==> config.mk <==
export PLATFORM = sky130hd
export DESIGN_NAME = seg_scan_display
export DESIGN_NICKNAME = d
export VERILOG_FILES = /design/src/rtl/disp_pkg.sv /design/src/rtl/seg_hex_decode.sv /design/src/rtl/seg_scan_display.sv
export SDC_FILE = /design/constraint.sdc
export NUM_CORES = 1
export LEC_CHECK = 0
export BUFFER_PORTS_ARGS = -buffer_cell sky130_fd_sc_hd__buf_2
export CAP_MARGIN = 20
export CORE_ASPECT_RATIO = 1.1
export CORE_MARGIN = 1.5
export CORE_UTILIZATION = 58
export CTS_CLUSTER_DIAMETER = 60
export DETAILED_ROUTE_END_ITERATION = 12
export PLACE_DENSITY = 0.79
export SYNTH_ARGS = -nofsm -noshare
export SYNTH_HDL_FRONTEND = slang
export SYNTH_SLANG_ARGS = --single-unit
==> constraint.sdc <==
create_clock -name clk -period 3.5 [get_ports clk]
set_clock_uncertainty 0.1 [all_clocks]
set_input_delay 0.35 -clock clk [delete_from_list [all_inputs] [get_ports clk]]
set_output_delay 0.35 -clock clk [all_outputs]
set_load 0.02 [all_outputs]
==> src/rtl/disp_pkg.sv <==
// Shared constants for the multiplexed seven-segment display: blank pattern,
// active-low hex segment codes {a,b,c,d,e,f,g}, and the digit-index width helper.
package disp_pkg;

    localparam logic [6:0] SEG_BLANK = 7'h7F;

    // Entry n is the active-low code for hex digit n.
    localparam logic [15:0][6:0] SEG_CODE = {
        7'b011_1000,  // F
        7'b011_0000,  // E
        7'b100_0010,  // d
        7'b011_0001,  // C
        7'b110_0000,  // b
        7'b000_1000,  // A
        7'b000_0100,  // 9
        7'b000_0000,  // 8
        7'b000_1111,  // 7
        7'b010_0000,  // 6
        7'b010_0100,  // 5
        7'b100_1100,  // 4
        7'b000_0110,  // 3
        7'b001_0010,  // 2
        7'b100_1111,  // 1
        7'b000_0001   // 0
    };

    function automatic int idx_width(input int n);
        return (n < 2) ? 1 : $clog2(n);
    endfunction

endpackage

==> src/rtl/seg_hex_decode.sv <==
// Combinational hex nibble to active-low seven-segment code.
module seg_hex_decode
    import disp_pkg::*;
(
    input  logic [3:0] nibble,
    output logic [6:0] seg
);

    always_comb begin
        seg = SEG_CODE[nibble];
    end

endmodule

==> src/rtl/seg_scan_display.sv <==
// Multiplexed seven-segment scanner with frame-synchronous double buffering,
// per-digit decimal points, leading-zero blanking and PWM brightness.
// Optional build macro SEG_SCAN_GHOST_BLANK_EN blanks anodes for the first two
// cycles of every digit dwell.
module seg_scan_display #(
    parameter int NUM_DIGITS = 8,
    parameter int SCAN_DIV_W = 18,
    parameter int DUTY_W     = 3
) (
    input  logic                    clk,
    input  logic                    rst,
    input  logic                    load,
    input  logic [4*NUM_DIGITS-1:0] value,
    input  logic [NUM_DIGITS-1:0]   dp_mask,
    input  logic                    blank_lz,
    input  logic [DUTY_W-1:0]       brightness,
    output logic [6:0]              seg,
    output logic                    dp,
    output logic [NUM_DIGITS-1:0]   sel,
    output logic                    frame_done
);
    import disp_pkg::*;

    localparam int IDX_W = idx_width(NUM_DIGITS);

    logic [SCAN_DIV_W-1:0]   cnt_q, cnt_d;
    logic [IDX_W-1:0]        idx_q, idx_d;
    logic [4*NUM_DIGITS-1:0] pend_val_q, pend_val_d;
    logic [NUM_DIGITS-1:0]   pend_dp_q, pend_dp_d;
    logic                    pend_vld_q, pend_vld_d;
    logic [4*NUM_DIGITS-1:0] act_val_q, act_val_d;
    logic [NUM_DIGITS-1:0]   act_dp_q, act_dp_d;
    logic                    blz_q, blz_d;
    logic [6:0]              seg_q, seg_d;
    logic                    dp_q, dp_d;
    logic [NUM_DIGITS-1:0]   sel_q, sel_d;

    logic                    cnt_wrap;
    logic                    frame_wrap;
    logic [NUM_DIGITS-1:0]   lz_blank;
    logic [3:0]              cur_nib;
    logic                    cur_dp;
    logic                    cur_blank;
    logic [6:0]              cur_code;
    logic [DUTY_W-1:0]       phase;
    logic                    sel_on;

    assign cnt_wrap   = &cnt_q;
    assign frame_wrap = cnt_wrap && (idx_q == IDX_W'(NUM_DIGITS - 1));
    assign phase      = cnt_q[SCAN_DIV_W-1 -: DUTY_W];

    // Scan position; the index wraps explicitly so non-power-of-2 counts have no phantom digits.
    always_comb begin
        cnt_d = cnt_q + 1'b1;
        idx_d = idx_q;
        if (cnt_wrap) begin
            idx_d = (idx_q == IDX_W'(NUM_DIGITS - 1)) ? '0 : idx_q + 1'b1;
        end
    end

    // Double buffer: a load coincident with the frame boundary commits the old pending data.
    always_comb begin
        pend_val_d = pend_val_q;
        pend_dp_d  = pend_dp_q;
        pend_vld_d = pend_vld_q;
        act_val_d  = act_val_q;
        act_dp_d   = act_dp_q;
        blz_d      = blz_q;
        if (frame_wrap && pend_vld_q) begin
            act_val_d  = pend_val_q;
            act_dp_d   = pend_dp_q;
            blz_d      = blank_lz;
            pend_vld_d = 1'b0;
        end
        if (load) begin
            pend_val_d = value;
            pend_dp_d  = dp_mask;
            pend_vld_d = 1'b1;
        end
    end

    always_comb begin
        logic zero_run;
        zero_run = 1'b1;
        lz_blank = '0;
        for (int i = NUM_DIGITS - 1; i >= 0; i--) begin
            zero_run    = zero_run && (act_val_q[4*i +: 4] == 4'h0);
            lz_blank[i] = zero_run && (i != 0) && blz_q;
        end
    end

    always_comb begin
        cur_nib   = '0;
        cur_dp    = 1'b0;
        cur_blank = 1'b0;
        for (int i = 0; i < NUM_DIGITS; i++) begin
            if (idx_q == IDX_W'(i)) begin
                cur_nib   = act_val_q[4*i +: 4];
                cur_dp    = act_dp_q[i];
                cur_blank = lz_blank[i];
            end
        end
    end

    seg_hex_decode u_dec (
        .nibble (cur_nib),
        .seg    (cur_code)
    );

    always_comb begin
`ifdef SEG_SCAN_GHOST_BLANK_EN
        sel_on = (phase <= brightness) && (cnt_q[SCAN_DIV_W-1:1] != '0);
`else
        sel_on = (phase <= brightness);
`endif
        seg_d = cur_blank ? SEG_BLANK : cur_code;
        dp_d  = ~cur_dp;
        sel_d = '1;
        for (int i = 0; i < NUM_DIGITS; i++) begin
            sel_d[i] = !(sel_on && (idx_q == IDX_W'(i)));
        end
    end

    always_ff @(posedge clk) begin
        if (rst) begin
            cnt_q      <= '0;
            idx_q      <= '0;
            pend_val_q <= '0;
            pend_dp_q  <= '0;
            pend_vld_q <= 1'b0;
            act_val_q  <= '0;
            act_dp_q   <= '0;
            blz_q      <= 1'b0;
            seg_q      <= SEG_BLANK;
            dp_q       <= 1'b1;
            sel_q      <= '1;
        end else begin
            cnt_q      <= cnt_d;
            idx_q      <= idx_d;
            pend_val_q <= pend_val_d;
            pend_dp_q  <= pend_dp_d;
            pend_vld_q <= pend_vld_d;
            act_val_q  <= act_val_d;
            act_dp_q   <= act_dp_d;
            blz_q      <= blz_d;
            seg_q      <= seg_d;
            dp_q       <= dp_d;
            sel_q      <= sel_d;
        end
    end

    assign seg        = seg_q;
    assign dp         = dp_q;
    assign sel        = sel_q;
    assign frame_done = frame_wrap;

endmodule
==> flow_summary.json, run 1 <==
{
  "yosysSeqAreaShare_pct": 43.8,
  "grt_usage_pct": 25.9,
  "synth-edff-count": 0,
  "worstPathRequired_ns": 3.80,
  "fin_crit_sh_pct": 88.9,
  "p_leak_nw": 2.71,
  "port_buffers": 63,
  "relSlewSlack_pct": 36.2,
  "cts_buffer_depth": 2,
  "crit_path_start": "idx_q[0]",
  "tightest_slew_ns": 0.956,
  "cap_violations": 0,
  "overflow": 0,
  "rrSetupSlack_ns": 0.39,
  "r2r-end": "seg[3]",
  "dpl_cell_area_sq_mm": 0.00568,
  "ys_seq_elements": 119,
  "mappedNetlistArea_sq_mm": 0.00543,
  "cts_tree": "yes",
  "rsz0062_at_grt": "false",
  "synth_largest_area_cell": "dfxtp_1",
  "cts-root-buf": "clkbuf_8",
  "antenna_found_initial": 0,
  "period_needed_ns": 3.11,
  "ys_warn_count": 0,
  "yosysUniqueCellTypes": 58,
  "syn_inst": 593,
  "setup-tns-final_ns": 0,
  "vias": 4398,
  "cts.sinks": 119,
  "hold_class": "primary input to register",
  "clock_latency_ns": 0.51,
  "fp-row-count": 36,
  "ys_top_cells_by_area": "dfxtp_1, mux2i_1, a21oi_2",
  "die_w_microns": 95.3,
  "grt_pass1_vias": 4348,
  "fin_area_sq_mm": 0.00665,
  "layout.nets": 740,
  "diodes": 0,
  "synth_flop_cell": "dfxtp_1",
  "layout_commonest_cell": "dfxtp_1",
  "setup_slack_ns": 0.389,
  "die_h_microns": 105,
  "async_flop_share_pct": 0,
  "grt_max_degree": 82,
  "setup_viol": 0,
  "gp_congestion": 0.865,
  "hold_viol": 0,
  "synth_nets": 655,
  "drtIter0Drc": 273,
  "place_ws_ns": 0.405,
  "power_density_mw_per_mm2": 494,
  "syn_avg_cell_area_sq_um": 9.16,
  "power_mw": 3.28,
  "path_clk_slew_ns": 0.06,
  "fp.dieArea_sq_mm": 0.00996,
  "maxSlewViolCount": 0,
  "dr.pass1.iters": 5,
  "r2r_cells": 9,
  "io_pins": 64,
  "wl_per_cell_microns": 15.3,
  "vdd_drop_max_mv": 0.369,
  "grt_pass1_wl_mm": 20.3,
  "core_area_sq_mm": 0.00896,
  "start_util_pct": 60.6,
  "drc": 0,
  "critPathKind": "register to register",
  "cts_resized": 0,
  "dp_hpwl_mm": 7.66,
  "cts_buffers": 17,
  "start_kind": "register",
  "areaGrowthSynthToFinish_pct": 22.4,
  "drive_above_1_share_pct": 27.5,
  "whs_ns": 0.0229,
  "final_cell_mix": "dfxtp_1, nor2_1, nand2_1",
  "htreeDepth": 4,
  "synth_top_cell_area_share_pct": 43.8,
  "fmax_mhz": 321,
  "drt-total-wl_mm": 12.3,
  "worstSetupEndpoint": "seg[3]",
  "critPathArrivalTime_ns": 3.41,
  "r2r_start": "idx_q[0]",
  "vias_per_cell": 5.46,
  "ant_nets": 0,
  "worstSetupEndpointType": "register",
  "status": "complete, no violations",
  "cp_max_fo": 24
}
[cells in the mapped netlist, types with 2 or more instances]
cell         n
buf_12       5
or3_1        4
a21oi_1     21
xnor2_1      4
a31o_2       2
buf_4        3
a2bb2oi_1    2
a21oi_2     40
nand2_1     70
or4_1        2
nand4_1      2
buf_2        7
and2_1       4
xor2_1      10
mux2i_1     47
a21o_1       4
nor3_1       2
nor2b_1      2
o221ai_1     3
inv_1       19
o311ai_1     2
nor2_1      74
nand3_1     11
ha_1        15
o21ai_0      7
and3_1       3
nand3b_1     3
and3b_1      2
clkbuf_1    22
a221oi_1     3
or3b_2       2
nand2b_1     7
dfxtp_1    119
nor4_1       4
o41ai_1      2
a31oi_1      3
nand2_2     40
[routing by layer]
metal / vias to the layer above / global-route usage, % / share of wire (%)
met2: 111 / 42.9 / 51
met5: - / 0 / 0
met1: 2076 / 31.0 / 42
met4: 0 / 11.4 / 3.0
li1: 2171 / - / -
met3: 40 / 6.29 / 3.7
[cells by family (layout without fill, tap and decap cells)]
| group | Yosys count | count (layout) | synth area share, % |
|---|---|---|---|
| AO/OA/AOI/OAI | 100 | 100 | 13.9 |
| buffers and inverters | 58 | 156 | 6.01 |
| AND/OR/NAND/NOR | 239 | 239 | 21.7 |
| XOR/XNOR | 14 | 14 | 2.26 |
| adder cells (fa/ha/maj) | 15 | 15 | 3.45 |
| flip-flops | 119 | 119 | 43.8 |
| multiplexers | 48 | 48 | 8.86 |
[repair_timing]
item,4_1_cts,5_1_grt
hold buffers,36,0
setup buffers,0,0
hold endpoints to repair,36,0
[per-stage QoR]
step,utilization (%),instances
5_1_grt,74.2,805
3_5_place_dp,63.3,736
4_1_cts,74.0,804
6_report,74.2,805
3_3_place_gp,63.3,736
2_1_floorplan,-,593
[registers in the layout (all words and copies together), names as in the netlist]
name,cells
act_dp_q,8
cnt_q,18
dp,1
act_val_q,32
blz_q,1
sel,8
idx_q,3
pend_vld_q,1
pend_dp_q,8
pend_val_q,32
seg,7
[layout make-up]
| cell class | count | area, sq um |
|---|---|---|
| clock buffer | 21 | 469 |
| clock inverter | 11 | 123 |
| fill | 637 | 2310 |
| inverter | 19 | 71.3 |
| multi-input combinational | 416 | 2730 |
| sequential | 119 | 2380 |
| tap | 114 | 143 |
| timing repair buffer | 105 | 736 |
[worst min-delay path by stage]
stage                 startpoint              to  slack, ns  cells after the start
CTS                    value[11]  pend_val_q[11]      0.002                      3
global placement        cnt_q[0]        cnt_q[0]       0.33                      1
finish                 value[11]  pend_val_q[11]       0.02                      3
floorplan               cnt_q[0]        cnt_q[0]       0.32                      1
detailed placement  pend_dp_q[4]     act_dp_q[4]       0.35                      2
global route           value[25]  pend_val_q[25]       0.02                      3
[worst max-delay path: stages (launching register included)]
cell and delay [ns]:
dfxtp_1 0.42, ha_1 0.66, and2_1 0.22, o311ai_1 0.11, a221oi_1 0.50, inv_1 0.22, ha_1 0.27, mux2_1 0.29
mux2i_1 0.14, nand2_1 0.08
[where the power goes]
part           switching [mW]  leakage [nW]  internal (mW)
clock network           0.612         0.282           1.09
registers              0.0243         0.970           1.39
logic                  0.0815          1.46         0.0869
Note: power is estimated with default switching activity, not from simulation.
==> run 2, diff against run 1 <==
--- a/config.mk
+++ b/config.mk
@@ -12,7 +12,7 @@
 export CORE_UTILIZATION = 58
 export CTS_CLUSTER_DIAMETER = 60
 export DETAILED_ROUTE_END_ITERATION = 12
-export PLACE_DENSITY = 0.79
+export PLACE_DENSITY = 0.89
 export SYNTH_ARGS = -nofsm -noshare
 export SYNTH_HDL_FRONTEND = slang
 export SYNTH_SLANG_ARGS = --single-unit
==> run 2 against run 1 <==
Against the previous run:
- flip-flop and latch count did not move
- sequential share of layout area decreased by 0.67 points
- die area stayed put
- critical path depth rose by 1
- first-iteration DRC count up 35%
- hold slack lost 0.0064 ns
- cell count grew 0.75%
- non-clock buffer count up 6
- sequential power barely moved
- combinational power rose by 2%
- clock-buffer cell count is 2 lower
- total power increased by 7.6%
- largest power group unchanged
==> flow_summary.json, run 2 (synthesis results as in run 1) <==
{
  "rrSetupSlack_ns": 0.48,
  "cp_max_fo": 18,
  "grt_max_degree": 78,
  "port_buffers": 63,
  "path_clk_slew_ns": 0.06,
  "overflow": 0,
  "cts-root-buf": "clkbuf_8",
  "post_cts_buffers": 0,
  "critPathSlowestCell": "a221oi_1",
  "vias_per_cell": 5.57,
  "drc": 0,
  "relSlewSlack_pct": 38.8,
  "antenna_found_initial": 0,
  "setup-tns-final_ns": 0,
  "fin_crit_sh_pct": 86.3,
  "layout.nets": 746,
  "cts.sinks": 119,
  "hold_end": "pend_dp_q[7]",
  "ant_nets": 0,
  "cp_slowest_stage_delay_ns": 0.55,
  "start_kind": "register",
  "cts_resized": 0,
  "hold_viol": 0,
  "r2r-end": "seg[3]",
  "die_h_microns": 105,
  "htreeDepth": 4,
  "fp.dieArea_sq_mm": 0.00996,
  "io_pins": 64,
  "layout_commonest_cell": "dfxtp_1",
  "dr.pass1.iters": 5,
  "fp-row-count": 36,
  "power_mw": 3.53,
  "cts_tree": "yes",
  "grt_util_met2_pct": 45.5,
  "grt.busiest_layer": "met2",
  "worstPathRequired_ns": 3.81,
  "whs_path_depth": 3,
  "final_cell_mix": "dfxtp_1, nor2_1, nand2_1",
  "grt_pass1_vias": 4483,
  "fmax_mhz": 331,
  "drt-total-wl_mm": 12.9,
  "dp_hpwl_mm": 8.06,
  "setup_viol": 0,
  "cts_buffer_depth": 2,
  "p_leak_nw": 2.78,
  "hold_class": "primary input to register",
  "worstSetupEndpointType": "register",
  "groute.layer.met1.usage_pct": 31.8,
  "grt_pass1_wl_mm": 20.9,
  "gp_congestion": 0.890,
  "maxSlewViolCount": 0,
  "die_w_microns": 95.3,
  "wl_per_cell_microns": 15.9,
  "status": "complete, no violations",
  "reg_top3": "act_val_q: 32 flops, pend_val_q: 32 flops, cnt_q: 18 flops",
  "r2r_cells": 10,
  "start_util_pct": 60.6,
  "vias": 4517,
  "tightest_slew_ns": 0.917,
  "cap_violations": 0,
  "drive_above_1_share_pct": 27.7,
  "diodes": 0,
  "rsz0062_at_grt": "false",
  "drtIter0Drc": 369,
  "core_area_sq_mm": 0.00896,
  "power_density_mw_per_mm2": 521,
  "areaGrowthSynthToFinish_pct": 24.7,
  "critPathArrivalTime_ns": 3.33,
  "cts_buffers": 17,
  "vdd_drop_max_mv": 0.351,
  "postCtsHoldBufs": 39,
  "r2r_start": "idx_q[0]",
  "grt_use_met3_pct": 7.89,
  "path_cells": "inv_1 -> ha_1 -> a21o_1 -> a221oi_1 -> a221oi_1 -> inv_1 -> ha_1 -> mux2_1 -> mux2i_1 -> nand2_1",
  "critPathKind": "register to register",
  "clock_latency_ns": 0.53,
  "period_needed_ns": 3.02,
  "hold_start": "dp_mask[7]",
  "grt_usage_pct": 27.5
}
[run 2: cell count changes in the layout (fill, tap and decap cells not counted)]
cell / before / now
bufinv_16: 2 / 6
clkbuf_8: 5 / 3
buf_4: 6 / 9
clkinv_2: 3 / 4
clkinvlp_4: 4 / 1
dlygate4sd3_1: 36 / 39
[run 2: final cells by class]
type	count	area, sq um
Inverter	19	71.3
Timing Repair Buffer	111	788
Multi-Input combinational cell	416	2730
Sequential cell	119	2380
Clock inverter	13	225
Fill cell	580	2190
Tap cell	114	143
Clock buffer	19	442
[run 2: worst max-delay path, delay by kind of cell (launching register included)]
kind | cells | cell delay (ns)
and+or+nand+nor | 1 | 0.06
buffers and inverters | 2 | 0.34
AOI/OAI and AO/OA | 3 | 0.83
DFF | 1 | 0.36
muxes | 2 | 0.41
adders and majority gates | 2 | 0.81
[run 2: worst max path at each step]
stage                         from  endpoint  slack [ns]  depth (start not counted)
final                     idx_q[0]    seg[3]        0.48                         10
after global routing      idx_q[0]    seg[3]        0.19                         10
after CTS                 idx_q[0]    seg[5]        0.53                         10
after detailed placement  idx_q[0]    seg[5]        0.53                         10
after global placement    idx_q[0]    seg[3]        0.70                          9
after floorplan           idx_q[2]    seg[3]        0.62                         12
[run 2: per-stage QoR]
step / util (%) / hold slack (ns) / area, sq um / setup WS (ns) / std cells
6_report: 75.6 / 0.0165 / 6780 / 0.478 / 811
5_1_grt: 75.6 / 0.0334 / 6780 / 0.192 / 811
4_1_cts: 75.4 / 0.00188 / 6760 / 0.531 / 810
3_5_place_dp: 63.6 / 0.349 / 5700 / 0.534 / 739
3_3_place_gp: 63.6 / 0.329 / 5700 / 0.701 / 739
2_1_floorplan: - / 0.318 / 5430 / 0.618 / 593
[run 2: power breakdown]
group / internal [mW] / switching (mW)
Clock: 1.33 / 0.610
Sequential: 1.39 / 0.0246
Combinational: 0.0887 / 0.0836
[run 2: metal layers]
layer  up-vias  part of all wire [%]
li1       2182                     -
met2       186                    51
met5         -                     0
met1      2111                    40
met3        38                   5.6
met4         0                   3.0
